File: src/rtl/vga_frame_engine_if.sv
// Bus bundle for the VGA frame engine: register write port, framebuffer read
// port and the video pins.
//   master : register decoder / framebuffer / pin side (drives reg_*, fb_rdata)
//   slave  : the engine (drives fb_raddr, video_*, vblank_pulse, cur_page, frame_cnt)
interface vga_frame_engine_if #(
    parameter int unsigned ADDR_W = 20
);
    logic              reg_we;
    logic [1:0]        reg_addr;
    logic [31:0]       reg_wdata;
    logic [ADDR_W-1:0] fb_raddr;
    logic [7:0]        fb_rdata;
    logic [2:0]        video_red;
    logic [2:0]        video_green;
    logic [1:0]        video_blue;
    logic              video_hsync;
    logic              video_vsync;
    logic              video_de;
    logic              video_clk;
    logic              vblank_pulse;
    logic              cur_page;
    logic [15:0]       frame_cnt;

    modport master (
        output reg_we, reg_addr, reg_wdata, fb_rdata,
        input  fb_raddr, video_red, video_green, video_blue, video_hsync,
               video_vsync, video_de, video_clk, vblank_pulse, cur_page, frame_cnt
    );

    modport slave (
        input  reg_we, reg_addr, reg_wdata, fb_rdata,
        output fb_raddr, video_red, video_green, video_blue, video_hsync,
               video_vsync, video_de, video_clk, vblank_pulse, cur_page, frame_cnt
    );
endinterface

File: src/rtl/vga_frame_engine.sv
// VGA scan-out engine: H/V timing, RGB332 fetch from a dual-page framebuffer
// with RD_LAT read latency, sync/DE pipelined to stay aligned with the pixel,
// vblank-locked page flip, 2x pixel doubling and a background colour.
// Ports:
//   clk_50M : pixel clock (also forwarded on bus.video_clk)
//   rst     : asynchronous active-high reset
//   bus     : slave side of vga_frame_engine_if (registers, fb read, video pins)
module vga_frame_engine #(
    parameter int unsigned HSIZE    = 800,
    parameter int unsigned HFP      = 856,
    parameter int unsigned HSP      = 976,
    parameter int unsigned HMAX     = 1039,
    parameter int unsigned VSIZE    = 600,
    parameter int unsigned VFP      = 637,
    parameter int unsigned VSP      = 643,
    parameter int unsigned VMAX     = 665,
    parameter bit          SYNC_POL = 1'b1,
    parameter int unsigned RD_LAT   = 2,
    parameter int unsigned ADDR_W   = 20
) (
    input logic             clk_50M,
    input logic             rst,
    vga_frame_engine_if.slave bus
);
    localparam int unsigned HW   = $clog2(HMAX + 1);
    localparam int unsigned VW   = $clog2(VMAX + 1);
    localparam int unsigned PAGE = HSIZE * VSIZE;

    typedef struct packed {
        logic       de;
        logic       hs;
        logic       vs;
        logic       en;
        logic [7:0] bg;
    } stage_t;

    localparam stage_t STAGE_RST = '{de: 1'b0, hs: ~SYNC_POL, vs: ~SYNC_POL, en: 1'b0, bg: 8'h00};

    logic [HW-1:0]     h, h_n;
    logic [VW-1:0]     v, v_n;
    logic              enable, scale2x, page_req, page;
    logic [7:0]        bgcol;
    logic [15:0]       frames;
    logic              vblank;
    logic [ADDR_W-1:0] raddr, addr_n, line_off;
    logic              flip, wr_ctrl, wr_bg, active_n;
    stage_t            st0;
    stage_t            pipe [RD_LAT];
    stage_t            last;
    logic [7:0]        pixel, pix_q;
    logic              de_q, hs_q, vs_q;
    logic              unused_wdata;

    assign unused_wdata = ^bus.reg_wdata[31:8];

    // Next counter position; address and flip decisions are made against it
    // so that fb_raddr and the flip-point state line up with the counters.
    always_comb begin
        h_n = (h == HW'(HMAX)) ? '0 : h + HW'(1);
        v_n = v;
        if (h == HW'(HMAX)) begin
            v_n = (v == VW'(VMAX)) ? '0 : v + VW'(1);
        end
    end

    assign flip    = (h_n == '0) && (v_n == VW'(VSIZE));
    assign wr_ctrl = bus.reg_we && (bus.reg_addr == 2'd0);
    assign wr_bg   = bus.reg_we && (bus.reg_addr == 2'd1);

    // Framebuffer address for the next counter position
    always_comb begin
        active_n = (h_n < HW'(HSIZE)) && (v_n < VW'(VSIZE));
        if (scale2x) begin
            line_off = ADDR_W'(v_n >> 1) * ADDR_W'(HSIZE / 2) + ADDR_W'(h_n >> 1);
        end else begin
            line_off = ADDR_W'(v_n) * ADDR_W'(HSIZE) + ADDR_W'(h_n);
        end
        addr_n = '0;
        if (active_n) begin
            addr_n = (page ? ADDR_W'(PAGE) : '0) + line_off;
        end
    end

    // Stage 0 raw video controls for the current counter position
    always_comb begin
        st0.de = (h < HW'(HSIZE)) && (v < VW'(VSIZE));
        st0.hs = ((h >= HW'(HFP)) && (h < HW'(HSP))) ? SYNC_POL : ~SYNC_POL;
        st0.vs = ((v >= VW'(VFP)) && (v < VW'(VSP))) ? SYNC_POL : ~SYNC_POL;
        st0.en = enable;
        st0.bg = bgcol;
    end

    // Counters, control registers and flip point.
    // A page request written on the flip edge only lands after the clear, so it waits a frame.
    always_ff @(posedge clk_50M or posedge rst) begin
        if (rst) begin
            h        <= '0;
            v        <= '0;
            enable   <= 1'b0;
            scale2x  <= 1'b0;
            page_req <= 1'b0;
            page     <= 1'b0;
            bgcol    <= 8'h00;
            frames   <= 16'h0000;
            vblank   <= 1'b0;
            raddr    <= '0;
        end else begin
            h <= h_n;
            v <= v_n;
            if (wr_ctrl) begin
                enable  <= bus.reg_wdata[0];
                scale2x <= bus.reg_wdata[1];
            end
            if (wr_bg) begin
                bgcol <= bus.reg_wdata[7:0];
            end
            if (flip && page_req) begin
                page <= ~page;
            end
            page_req <= (page_req & ~flip) | (wr_ctrl & bus.reg_wdata[2]);
            if (flip) begin
                frames <= frames + 16'd1;
            end
            vblank <= flip;
            raddr  <= addr_n;
        end
    end

    // Delay line matching the framebuffer read latency
    always_ff @(posedge clk_50M or posedge rst) begin
        if (rst) begin
            for (int i = 0; i < int'(RD_LAT); i++) begin
                pipe[i] <= STAGE_RST;
            end
        end else begin
            pipe[0] <= st0;
            for (int i = 1; i < int'(RD_LAT); i++) begin
                pipe[i] <= pipe[i-1];
            end
        end
    end

    assign last = pipe[RD_LAT-1];

    always_comb begin
        pixel = 8'h00;
        if (last.de) begin
            pixel = last.en ? bus.fb_rdata : last.bg;
        end
    end

    // Output register stage
    always_ff @(posedge clk_50M or posedge rst) begin
        if (rst) begin
            pix_q <= 8'h00;
            de_q  <= 1'b0;
            hs_q  <= ~SYNC_POL;
            vs_q  <= ~SYNC_POL;
        end else begin
            pix_q <= pixel;
            de_q  <= last.de;
            hs_q  <= last.hs;
            vs_q  <= last.vs;
        end
    end

    assign bus.fb_raddr     = raddr;
    assign bus.video_red    = pix_q[2:0];
    assign bus.video_green  = pix_q[5:3];
    assign bus.video_blue   = pix_q[7:6];
    assign bus.video_hsync  = hs_q;
    assign bus.video_vsync  = vs_q;
    assign bus.video_de     = de_q;
    assign bus.video_clk    = clk_50M;
    assign bus.vblank_pulse = vblank;
    assign bus.cur_page     = page;
    assign bus.frame_cnt    = frames;
endmodule
File: src/flat_wrapper.sv
// flat-port wrapper written by rule: the top's interface ports become plain ports
module vga_frame_engine_flat 
#(
    parameter int unsigned HSIZE    = 800,
    parameter int unsigned HFP      = 856,
    parameter int unsigned HSP      = 976,
    parameter int unsigned HMAX     = 1039,
    parameter int unsigned VSIZE    = 600,
    parameter int unsigned VFP      = 637,
    parameter int unsigned VSP      = 643,
    parameter int unsigned VMAX     = 665,
    parameter bit          SYNC_POL = 1'b1,
    parameter int unsigned RD_LAT   = 2,
    parameter int unsigned ADDR_W   = 20
)
  (clk_50M, rst, bus_reg_we, bus_reg_addr, bus_reg_wdata, bus_fb_rdata, bus_fb_raddr, bus_video_red, bus_video_green, bus_video_blue, bus_video_hsync, bus_video_vsync, bus_video_de, bus_video_clk, bus_vblank_pulse, bus_cur_page, bus_frame_cnt);
  vga_frame_engine_if #(.ADDR_W(ADDR_W)) bus_i ();
  input logic clk_50M;
  input logic rst;
  input wire logic [$bits(bus_i.reg_we)-1:0] bus_reg_we;
  input wire logic [$bits(bus_i.reg_addr)-1:0] bus_reg_addr;
  input wire logic [$bits(bus_i.reg_wdata)-1:0] bus_reg_wdata;
  input wire logic [$bits(bus_i.fb_rdata)-1:0] bus_fb_rdata;
  output wire logic [$bits(bus_i.fb_raddr)-1:0] bus_fb_raddr;
  output wire logic [$bits(bus_i.video_red)-1:0] bus_video_red;
  output wire logic [$bits(bus_i.video_green)-1:0] bus_video_green;
  output wire logic [$bits(bus_i.video_blue)-1:0] bus_video_blue;
  output wire logic [$bits(bus_i.video_hsync)-1:0] bus_video_hsync;
  output wire logic [$bits(bus_i.video_vsync)-1:0] bus_video_vsync;
  output wire logic [$bits(bus_i.video_de)-1:0] bus_video_de;
  output wire logic [$bits(bus_i.video_clk)-1:0] bus_video_clk;
  output wire logic [$bits(bus_i.vblank_pulse)-1:0] bus_vblank_pulse;
  output wire logic [$bits(bus_i.cur_page)-1:0] bus_cur_page;
  output wire logic [$bits(bus_i.frame_cnt)-1:0] bus_frame_cnt;
  assign bus_i.reg_we = bus_reg_we;
  assign bus_i.reg_addr = bus_reg_addr;
  assign bus_i.reg_wdata = bus_reg_wdata;
  assign bus_i.fb_rdata = bus_fb_rdata;
  assign bus_fb_raddr = bus_i.fb_raddr;
  assign bus_video_red = bus_i.video_red;
  assign bus_video_green = bus_i.video_green;
  assign bus_video_blue = bus_i.video_blue;
  assign bus_video_hsync = bus_i.video_hsync;
  assign bus_video_vsync = bus_i.video_vsync;
  assign bus_video_de = bus_i.video_de;
  assign bus_video_clk = bus_i.video_clk;
  assign bus_vblank_pulse = bus_i.vblank_pulse;
  assign bus_cur_page = bus_i.cur_page;
  assign bus_frame_cnt = bus_i.frame_cnt;
  vga_frame_engine #(.HSIZE(HSIZE), .HFP(HFP), .HSP(HSP), .HMAX(HMAX), .VSIZE(VSIZE), .VFP(VFP), .VSP(VSP), .VMAX(VMAX), .SYNC_POL(SYNC_POL), .RD_LAT(RD_LAT), .ADDR_W(ADDR_W)) u_core (.clk_50M(clk_50M), .rst(rst), .bus(bus_i));
endmodule
File: config.mk
export PLATFORM = sky130hd
export DESIGN_NAME = vga_frame_engine_flat
export DESIGN_NICKNAME = d
export VERILOG_FILES = /design/src/rtl/vga_frame_engine_if.sv /design/src/rtl/vga_frame_engine.sv /design/src/flat_wrapper.sv
export SDC_FILE = /design/constraint.sdc
export NUM_CORES = 1
export LEC_CHECK = 0
export CAP_MARGIN = 20
export CORE_ASPECT_RATIO = 1.1
export CORE_MARGIN = 5
export CORE_UTILIZATION = 45
export CTS_CLUSTER_SIZE = 30
export DETAILED_ROUTE_END_ITERATION = 16
export DONT_BUFFER_PORTS = 1
export GPL_ROUTABILITY_DRIVEN = 0
export SLEW_MARGIN = 10
export SYNTH_ARGS = -nofsm -noshare
export SYNTH_HDL_FRONTEND = slang
export SYNTH_SLANG_ARGS = --single-unit
export TNS_END_PERCENT = 10
File: constraint.sdc
create_clock -name clk_50M -period 5.62 [get_ports clk_50M]
set_input_delay 0.843 -clock clk_50M [delete_from_list [all_inputs] [get_ports clk_50M]]
set_output_delay 0.843 -clock clk_50M [all_outputs]
set_load 0.03 [all_outputs]
==> results of run 1 <==
[logic make-up after synthesis]
logic type	Yosys count
fa+ha+maj	78
buf+inv	73
compound gates	132
xor+xnor	65
flops	105
mux	22
simple gates	231
[power breakdown]
part           switching (mW)  internal (mW)
Clock                   0.290          0.363
Sequential             0.0856          0.817
Combinational          0.0509         0.0401
[what timing repair did]
item,in CTS,in global routing
setup endpoints to repair,6,7
resized for setup,31,41
buffers inserted,9,10
pin swaps,29,27
[layout by cell type, fill, tap and decap left out, drive strengths merged, types with 5 or more instances in the layout]
cell type,synthesis,final
buf,6,121
ha,69,69
nor3,17,17
mux2i,13,13
nor3b,5,5
nor2,57,57
mux2,9,9
and3,5,5
xnor2,36,36
a211oi,16,16
o211ai,5,5
nand4,11,11
dfrtp,105,105
nand3,27,27
a21o,10,10
and2,6,6
nor2b,15,15
o21a,5,5
o21ai,26,26
nand2b,7,7
inv,53,55
xor2,29,29
nand2,56,56
fa,9,9
a31oi,6,6
clkbuf,14,10
a21oi,31,31
[worst min-delay path by stage]
| stage | startpoint | to | slack, ns | cells after the start |
|---|---|---|---|---|
| after floorplan | u_core.last[10]$_DFF_PP0_ | u_core.bus.video_hsync$_DFF_PP0_ | 0.33 | 0 |
| after global placement | u_core.pipe[19]$_DFF_PP0_ | u_core.last[7]$_DFF_PP0_ | 0.33 | 0 |
| after detailed placement | u_core.last[10]$_DFF_PP0_ | u_core.bus.video_hsync$_DFF_PP0_ | 0.33 | 0 |
| after CTS | u_core.last[10]$_DFF_PP0_ | u_core.bus.video_hsync$_DFF_PP0_ | 0.35 | 0 |
| after global routing | u_core.pipe[22]$_DFF_PP0_ | u_core.last[10]$_DFF_PP0_ | 0.36 | 0 |
| final | u_core.last[10]$_DFF_PP0_ | u_core.bus.video_hsync$_DFF_PP0_ | 0.35 | 0 |
[metal layers]
| layer | up-vias | wire length, um | GRT usage [%] |
|---|---|---|---|
| met5 | - | 0 | 0 |
| met4 | 0 | 482 | 8.13 |
| met3 | 34 | 667 | 4.02 |
| met2 | 102 | 8520 | 33.8 |
| met1 | 2703 | 6760 | 20.7 |
| li1 | 2695 | - | - |
[state kept, by name (all words and copies together), names as in the netlist, 8 cells and up]
signal                cells
u_core.bus.fb_raddr      20
u_core.bus.frame_cnt     16
u_core.last              12
u_core.pipe              12
u_core.h                 11
u_core.v                 10
u_core.bgcol              8
u_core.pix_q              8
[through the flow]
| step | std cells | setup TNS, ns | hold slack [ns] | utilization, % | total power, mW |
|---|---|---|---|---|---|
| CTS | 1009 | -0.138 | 0.351 | 55.8 | 1.66 |
| global placement | 984 | -0.662 | 0.331 | 52.2 | 1.00 |
| finish | 1019 | -0.0296 | 0.347 | 58.0 | 1.65 |
| floorplan | 706 | 0 | 0.331 | - | 1.01 |
| detailed placement | 984 | -1.36 | 0.335 | 52.2 | 1.01 |
| global route | 1019 | -1.57 | 0.358 | 58.0 | 1.72 |
[area by class of cell]
class	instances	area, um^2
Timing Repair Buffer	121	936
Clock buffer	10	239
Multi-Input combinational cell	528	4370
Fill cell	1289	6300
Inverter	53	201
Tap cell	196	245
Sequential cell	105	2630
Clock inverter	6	73.8
==> insert_results.sql, run 1 <==
INSERT INTO impl_metrics (metric_group, metric, value, unit) VALUES
('run_status', 'outcome', 'finished, violations left', ''),
('run_status', 'violations_in_the_final_reports', 'setup timing', ''),
('floorplan', 'coreArea', '15000', 'um^2'),
('floorplan', 'rows', '47', ''),
('detailed_routing', 'route.detailed.wl_per_inst', '16.1', 'um'),
('critical_path', 'cp-start-kind', 'register', ''),
('sta', 'maxClockFrequency', '177', 'MHz'),
('logic_synthesis', 'synth_top_flop_cell', 'sky130_fd_sc_hd__dfrtp_1', ''),
('logic_synthesis', 'yosys_warnings', '0', ''),
('floorplan', 'start_util', '45.6', '%'),
('critical_path', 'worst_setup_slack_for_register_to_register_paths', '-0.03', 'ns'),
('sta', 'setup_viol_count_final', '1', ''),
('critical_path', 'timing.setup.critical_path_class', 'reg -> reg', ''),
('logic_synthesis', 'synth.cell_area', '6840', 'um^2'),
('detailed_routing', 'via_count', '5534', ''),
('logic_synthesis', 'synth_mux_area_share', '3.38', '%'),
('critical_path', 'critical_path.max_stage_delay', '0.51', 'ns'),
('clocking', 'clk_latency', '0.36', 'ns'),
('critical_path', 'timing.critical_path.to_type', 'register', ''),
('sta', 'relSlewSlack', '36.9', '%'),
('global_route', 'first_pass_grt_wire_length', '26900', 'um'),
('clocking', 'clk_transition_reported_paths', '0.08', 'ns'),
('sta', 'finalCriticalPeriod', '5.65', 'ns'),
('layout', 'number_of_diodes_added_for_antenna_fixing', '0', ''),
('logic_synthesis', 'post_synth_fa_ha_maj_area_fraction', '15.3', '%'),
('placed_design', 'dp_slack', '-0.348', 'ns'),
('critical_path', 'rr_startpoint', 'u_core.h[1]$_DFF_PP0_', ''),
('critical_path', 'cp_max_fo', '4', ''),
('sta', 'worst_pin_slew', '0.923', 'ns'),
('logic_synthesis', 'synth_seq_area_share', '38.4', '%'),
('logic_synthesis', 'count_of_mapped_cells_out_of_synthesis', '706', ''),
('power_and_ir_drop', 'pwr_density_cell', '189', 'nW/um^2'),
('layout', 'area_growth', '27.1', '%'),
('floorplan', 'die_area', '17800', 'um^2'),
('sta', 'finalCritPeriodShare', '101', '%'),
('clocking', 'cts_buffers', '9', ''),
('logic_synthesis', 'synth_commonest_cells', 'sky130_fd_sc_hd__dfrtp_1, sky130_fd_sc_hd__ha_1, sky130_fd_sc_hd__nand2_1, sky130_fd_sc_hd__nor2_1, sky130_fd_sc_hd__inv_1', ''),
('job', 'max-cap-violations', '0', ''),
('layout', 'final_layout_size_suffix_gt1_share', '26.7', '%'),
('logic_synthesis', 'synth_nets', '829', ''),
('critical_path', 'r2r_cells', '29', ''),
('detailed_routing', 'drc_errors', '0', ''),
('placed_design', 'buffer_ports.inserted', '0', ''),
('detailed_routing', 'final_antenna_net_count', '0', ''),
('logic_synthesis', 'postSynthRegisterBits', '105', ''),
('sta', 'timing.final.ws_setup', '-0.0296', 'ns'),
('critical_path', 'critical_path_buf_inv_count', '6', ''),
('logic_synthesis', 'synthesis.area_per_instance', '9.69', 'um^2'),
('global_route', 'grt.total_usage', '18.6', '%'),
('floorplan', 'chipWidth', '128', 'um'),
('global_route', 'grt_pass1_vias', '5797', ''),
('layout', 'layout.nets', '941', ''),
('critical_path', 'critPathTopFamily', 'simple AND/OR/NAND/NOR gates', ''),
('logic_synthesis', 'dominant_combinational_cell_family_by_area_after_synthesis', 'simple AND/OR/NAND/NOR gates', ''),
('critical_path', 'critPathSlowestCell', 'sky130_fd_sc_hd__fa_1', ''),
('clocking', 'cts_tree', 'yes', ''),
('detailed_routing', 'drt_iter0_markers', '236', ''),
('logic_synthesis', 'synth-async-reset-ratio', '100', '%'),
('clocking', 'clock_root_buffer', 'sky130_fd_sc_hd__clkbuf_16', ''),
('critical_path', 'timing.critical_path.to', 'u_core.bus.fb_raddr[19]$_DFF_PP0_', ''),
('logic_synthesis', 'synth_compound_area_share', '12.9', '%'),
('placed_design', 'place.detailed.hpwl', '12400', 'um'),
('floorplan', 'top_level_ports', '95', ''),
('sta', 'hold_viol_final', '0', ''),
('clocking', 'ctsHtreeMaxLevel', '3', ''),
('detailed_routing', 'vias_per_cell', '5.43', ''),
('hold_path', 'worstHoldPathType', 'reg -> reg', ''),
('logic_synthesis', 'synth_cell_type_count', '70', ''),
('logic_synthesis', 'yosys.area.top_type_share', '38.4', '%'),
('global_route', 'pin_count_of_the_biggest_net_entering_global_routing', '60', ''),
('logic_synthesis', 'synth_simple_gate_area_share', '17.6', '%');
Power figures use the tool's default switching activity.
==> inputs of run 2 (changes only) <==
Settings changed: DONT_BUFFER_PORTS 1 to not set, PLACE_DENSITY set to 0.7.
==> insert_results.sql, run 2 (synthesis gave the netlist of run 1 again) <==
INSERT INTO impl_metrics (metric_group, metric, value, unit) VALUES
('placed_design', 'place.detailed.hpwl', '12400', 'um'),
('detailed_routing', 'drt_iter0_markers', '262', ''),
('power_and_ir_drop', 'leakagePower', '4.37', 'nW'),
('critical_path', 'timing.critical_path.to_type', 'register', ''),
('floorplan', 'start_util', '45.6', '%'),
('layout', 'most_frequent_standard_cell_in_the_layout_excluding_fill_and_tap_cells', 'sky130_fd_sc_hd__buf_4', ''),
('detailed_routing', 'via_count', '5756', ''),
('floorplan', 'coreArea', '15000', 'um^2'),
('layout', 'area_growth', '35.9', '%'),
('sta', 'hold_viol_final', '0', ''),
('global_route', 'antenna_violations_before_repair', '0', ''),
('global_route', 'grt.overflow.total', '0', ''),
('sta', 'relSlewSlack', '49.0', '%'),
('floorplan', 'rows', '47', ''),
('detailed_routing', 'drc_errors', '0', ''),
('placed_design', 'buffer_ports.inserted', '70', ''),
('hold_path', 'worstHoldPathType', 'reg -> reg', ''),
('floorplan', 'die_area', '17800', 'um^2'),
('critical_path', 'setup.worst_path.start', 'u_core.h[1]$_DFF_PP0_', ''),
('layout', 'final_layout_size_suffix_gt1_share', '23.7', '%'),
('critical_path', 'cp_max_fo', '4', ''),
('sta', 'report.final.slew_viol_count', '0', ''),
('clocking', 'clk_transition_reported_paths', '0.07', 'ns'),
('sta', 'timing.final.ws_setup', '-0.132', 'ns'),
('placed_design', 'placement.cell_area', '8450', 'um^2'),
('global_route', 'gr-usage-met2', '33.7', '%'),
('global_route', 'grt.busiest_layer', 'met2', ''),
('critical_path', 'timing.critical_path.to', 'u_core.bus.fb_raddr[19]$_DFF_PP0_', ''),
('critical_path', 'data_required_time_of_the_worst_path', '6.00', 'ns'),
('sta', 'finalCritPeriodShare', '102', '%'),
('global_route', 'met1_usage', '22.3', '%'),
('critical_path', 'worstReg2RegEnd', 'u_core.bus.fb_raddr[19]$_DFF_PP0_', ''),
('global_route', 'first_pass_grt_wire_length', '27700', 'um'),
('run_status', 'outcome', 'finished, violations left', ''),
('detailed_routing', 'drt-total-wl', '16800', 'um'),
('global_route', 'pin_count_of_the_biggest_net_entering_global_routing', '55', ''),
('critical_path', 'worst_setup_slack_for_register_to_register_paths', '-0.13', 'ns'),
('clocking', 'clk_latency', '0.47', 'ns'),
('clocking', 'cts_tree', 'yes', ''),
('global_route', 'grt_pass1_vias', '5998', ''),
('critical_path', 'worstPathArrival', '6.13', 'ns'),
('critical_path', 'r2r_cells', '27', ''),
('job', 'max-cap-violations', '0', ''),
('floorplan', 'dieHeight', '139', 'um'),
('run_status', 'violations_in_the_final_reports', 'setup timing', ''),
('critical_path', 'critical_path.max_stage_delay', '0.48', 'ns'),
('power_and_ir_drop', 'pwr_density_cell', '202', 'nW/um^2'),
('clocking', 'postCtsHoldBufs', '0', ''),
('detailed_routing', 'route.detailed.wl_per_inst', '15.6', 'um'),
('sta', 'rsz0062_at_grt', 'yes', ''),
('global_route', 'grt.total_usage', '18.9', '%'),
('sta', 'setup_viol_count_final', '4', ''),
('detailed_routing', 'vias_per_cell', '5.31', ''),
('sta', 'final.setup_skew', '0.00803', 'ns'),
('sta', 'finalCriticalPeriod', '5.75', 'ns'),
('layout', 'final_area', '9300', 'um^2'),
('layout', 'layout.cells.most_common_list', 'sky130_fd_sc_hd__buf_4, sky130_fd_sc_hd__dfrtp_1, sky130_fd_sc_hd__clkdlybuf4s50_1', ''),
('power_and_ir_drop', 'irDropWorstVdd', '0.142', 'mV'),
('floorplan', 'top_level_ports', '95', ''),
('critical_path', 'cp-start-kind', 'register', ''),
('layout', 'number_of_diodes_added_for_antenna_fixing', '0', ''),
('layout', 'largest_reg_flops', '20', ''),
('power_and_ir_drop', 'total_power', '1.88', 'mW'),
('detailed_routing', 'final_antenna_net_count', '0', ''),
('sta', 'maxClockFrequency', '174', 'MHz'),
('sta', 'worst_pin_slew', '0.763', 'ns'),
('floorplan', 'chipWidth', '128', 'um'),
('critical_path', 'rr_startpoint', 'u_core.h[1]$_DFF_PP0_', ''),
('layout', 'layout.nets', '1005', ''),
('detailed_routing', 'detailed_routing_iteration_count_for_the_pre_antenna_repair_pass', '6', ''),
('critical_path', 'critPathSlowestCell', 'sky130_fd_sc_hd__fa_1', ''),
('global_route', 'grt_util_met3', '3.10', '%'),
('critical_path', 'timing.setup.critical_path_class', 'reg -> reg', '');
-- run 2: cell types whose count changed in the layout (fill, tap and decap cells not counted), moves of 2 or more --
cell,change
sky130_fd_sc_hd__ha_1,+5
sky130_fd_sc_hd__buf_6,-3
sky130_fd_sc_hd__clkinvlp_4,-2
sky130_fd_sc_hd__nor3_2,+2
sky130_fd_sc_hd__buf_4,-5
sky130_fd_sc_hd__ha_2,+2
sky130_fd_sc_hd__ha_4,-7
sky130_fd_sc_hd__clkbuf_16,+3
sky130_fd_sc_hd__nor3_4,-2
sky130_fd_sc_hd__clkdlybuf4s50_1,+70
-- run 2: metrics by stage --
stage | TNS (ns) | util (%) | instances | setup slack [ns] | hold WS, ns
final | -0.230 | 62.0 | 1083 | -0.132 | 0.349
after global placement | -0.115 | 56.4 | 1044 | -0.0694 | 0.331
after global routing | -1.33 | 62.0 | 1083 | -0.342 | 0.347
after CTS | -0.0512 | 60.5 | 1076 | -0.0345 | 0.347
after floorplan | 0 | - | 706 | 0.00114 | 0.331
after detailed placement | -0.469 | 56.4 | 1044 | -0.221 | 0.335
-- run 2: where the power goes --
group          internal, mW  leakage, nW  switching, mW
registers             0.817         1.34         0.0310
logic                0.0925         2.83          0.114
clock network         0.509        0.203          0.313
total                  1.42         4.37          0.458
-- run 2: worst min path at each step --
| stage | start | endpoint | slack (ns) | depth (start not counted) |
|---|---|---|---|---|
| 6_report | u_core.pipe[23]$_DFF_PP0_ | u_core.last[11]$_DFF_PP0_ | 0.35 | 0 |
| 5_1_grt | u_core.pipe[23]$_DFF_PP0_ | u_core.last[11]$_DFF_PP0_ | 0.35 | 0 |
| 4_1_cts | u_core.pipe[23]$_DFF_PP0_ | u_core.last[11]$_DFF_PP0_ | 0.35 | 0 |
| 3_5_place_dp | u_core.pipe[23]$_DFF_PP0_ | u_core.last[11]$_DFF_PP0_ | 0.33 | 0 |
| 3_3_place_gp | u_core.pipe[16]$_DFF_PP0_ | u_core.last[4]$_DFF_PP0_ | 0.33 | 0 |
| 2_1_floorplan | u_core.last[10]$_DFF_PP0_ | u_core.bus.video_hsync$_DFF_PP0_ | 0.33 | 0 |
-- run 2: area by class of cell --
type,count,area [um^2]
clock buffer,15,328
tap,196,245
timing repair buffer,181,1540
inverter,53,201
sequential,105,2630
multi-input combinational,528,4280
clock inverter,5,85.1
fill,1213,5700
-- run 2: timing repair --
action | in CTS | in global routing
pin swaps | 20 | 37
gates resized for setup | 27 | 35
setup endpoints to repair | 4 | 6
setup buffers | 13 | 8
-- run 2: per-layer routing --
metal	routed length [um]	up-vias
met4	425	0
met2	8810	146
li1	-	2813
met3	710	40
met1	6900	2757
met5	0	-
-- run 2: worst max-delay path, delay by kind of cell, from the launching register on --
| family | cells | cell delay, ns |
|---|---|---|
| xor+xnor | 3 | 0.43 |
| flops | 1 | 0.40 |
| simple gates | 10 | 1.96 |
| fa+ha+maj | 6 | 1.80 |
| compound gates | 4 | 0.73 |
| buf+inv | 4 | 0.33 |
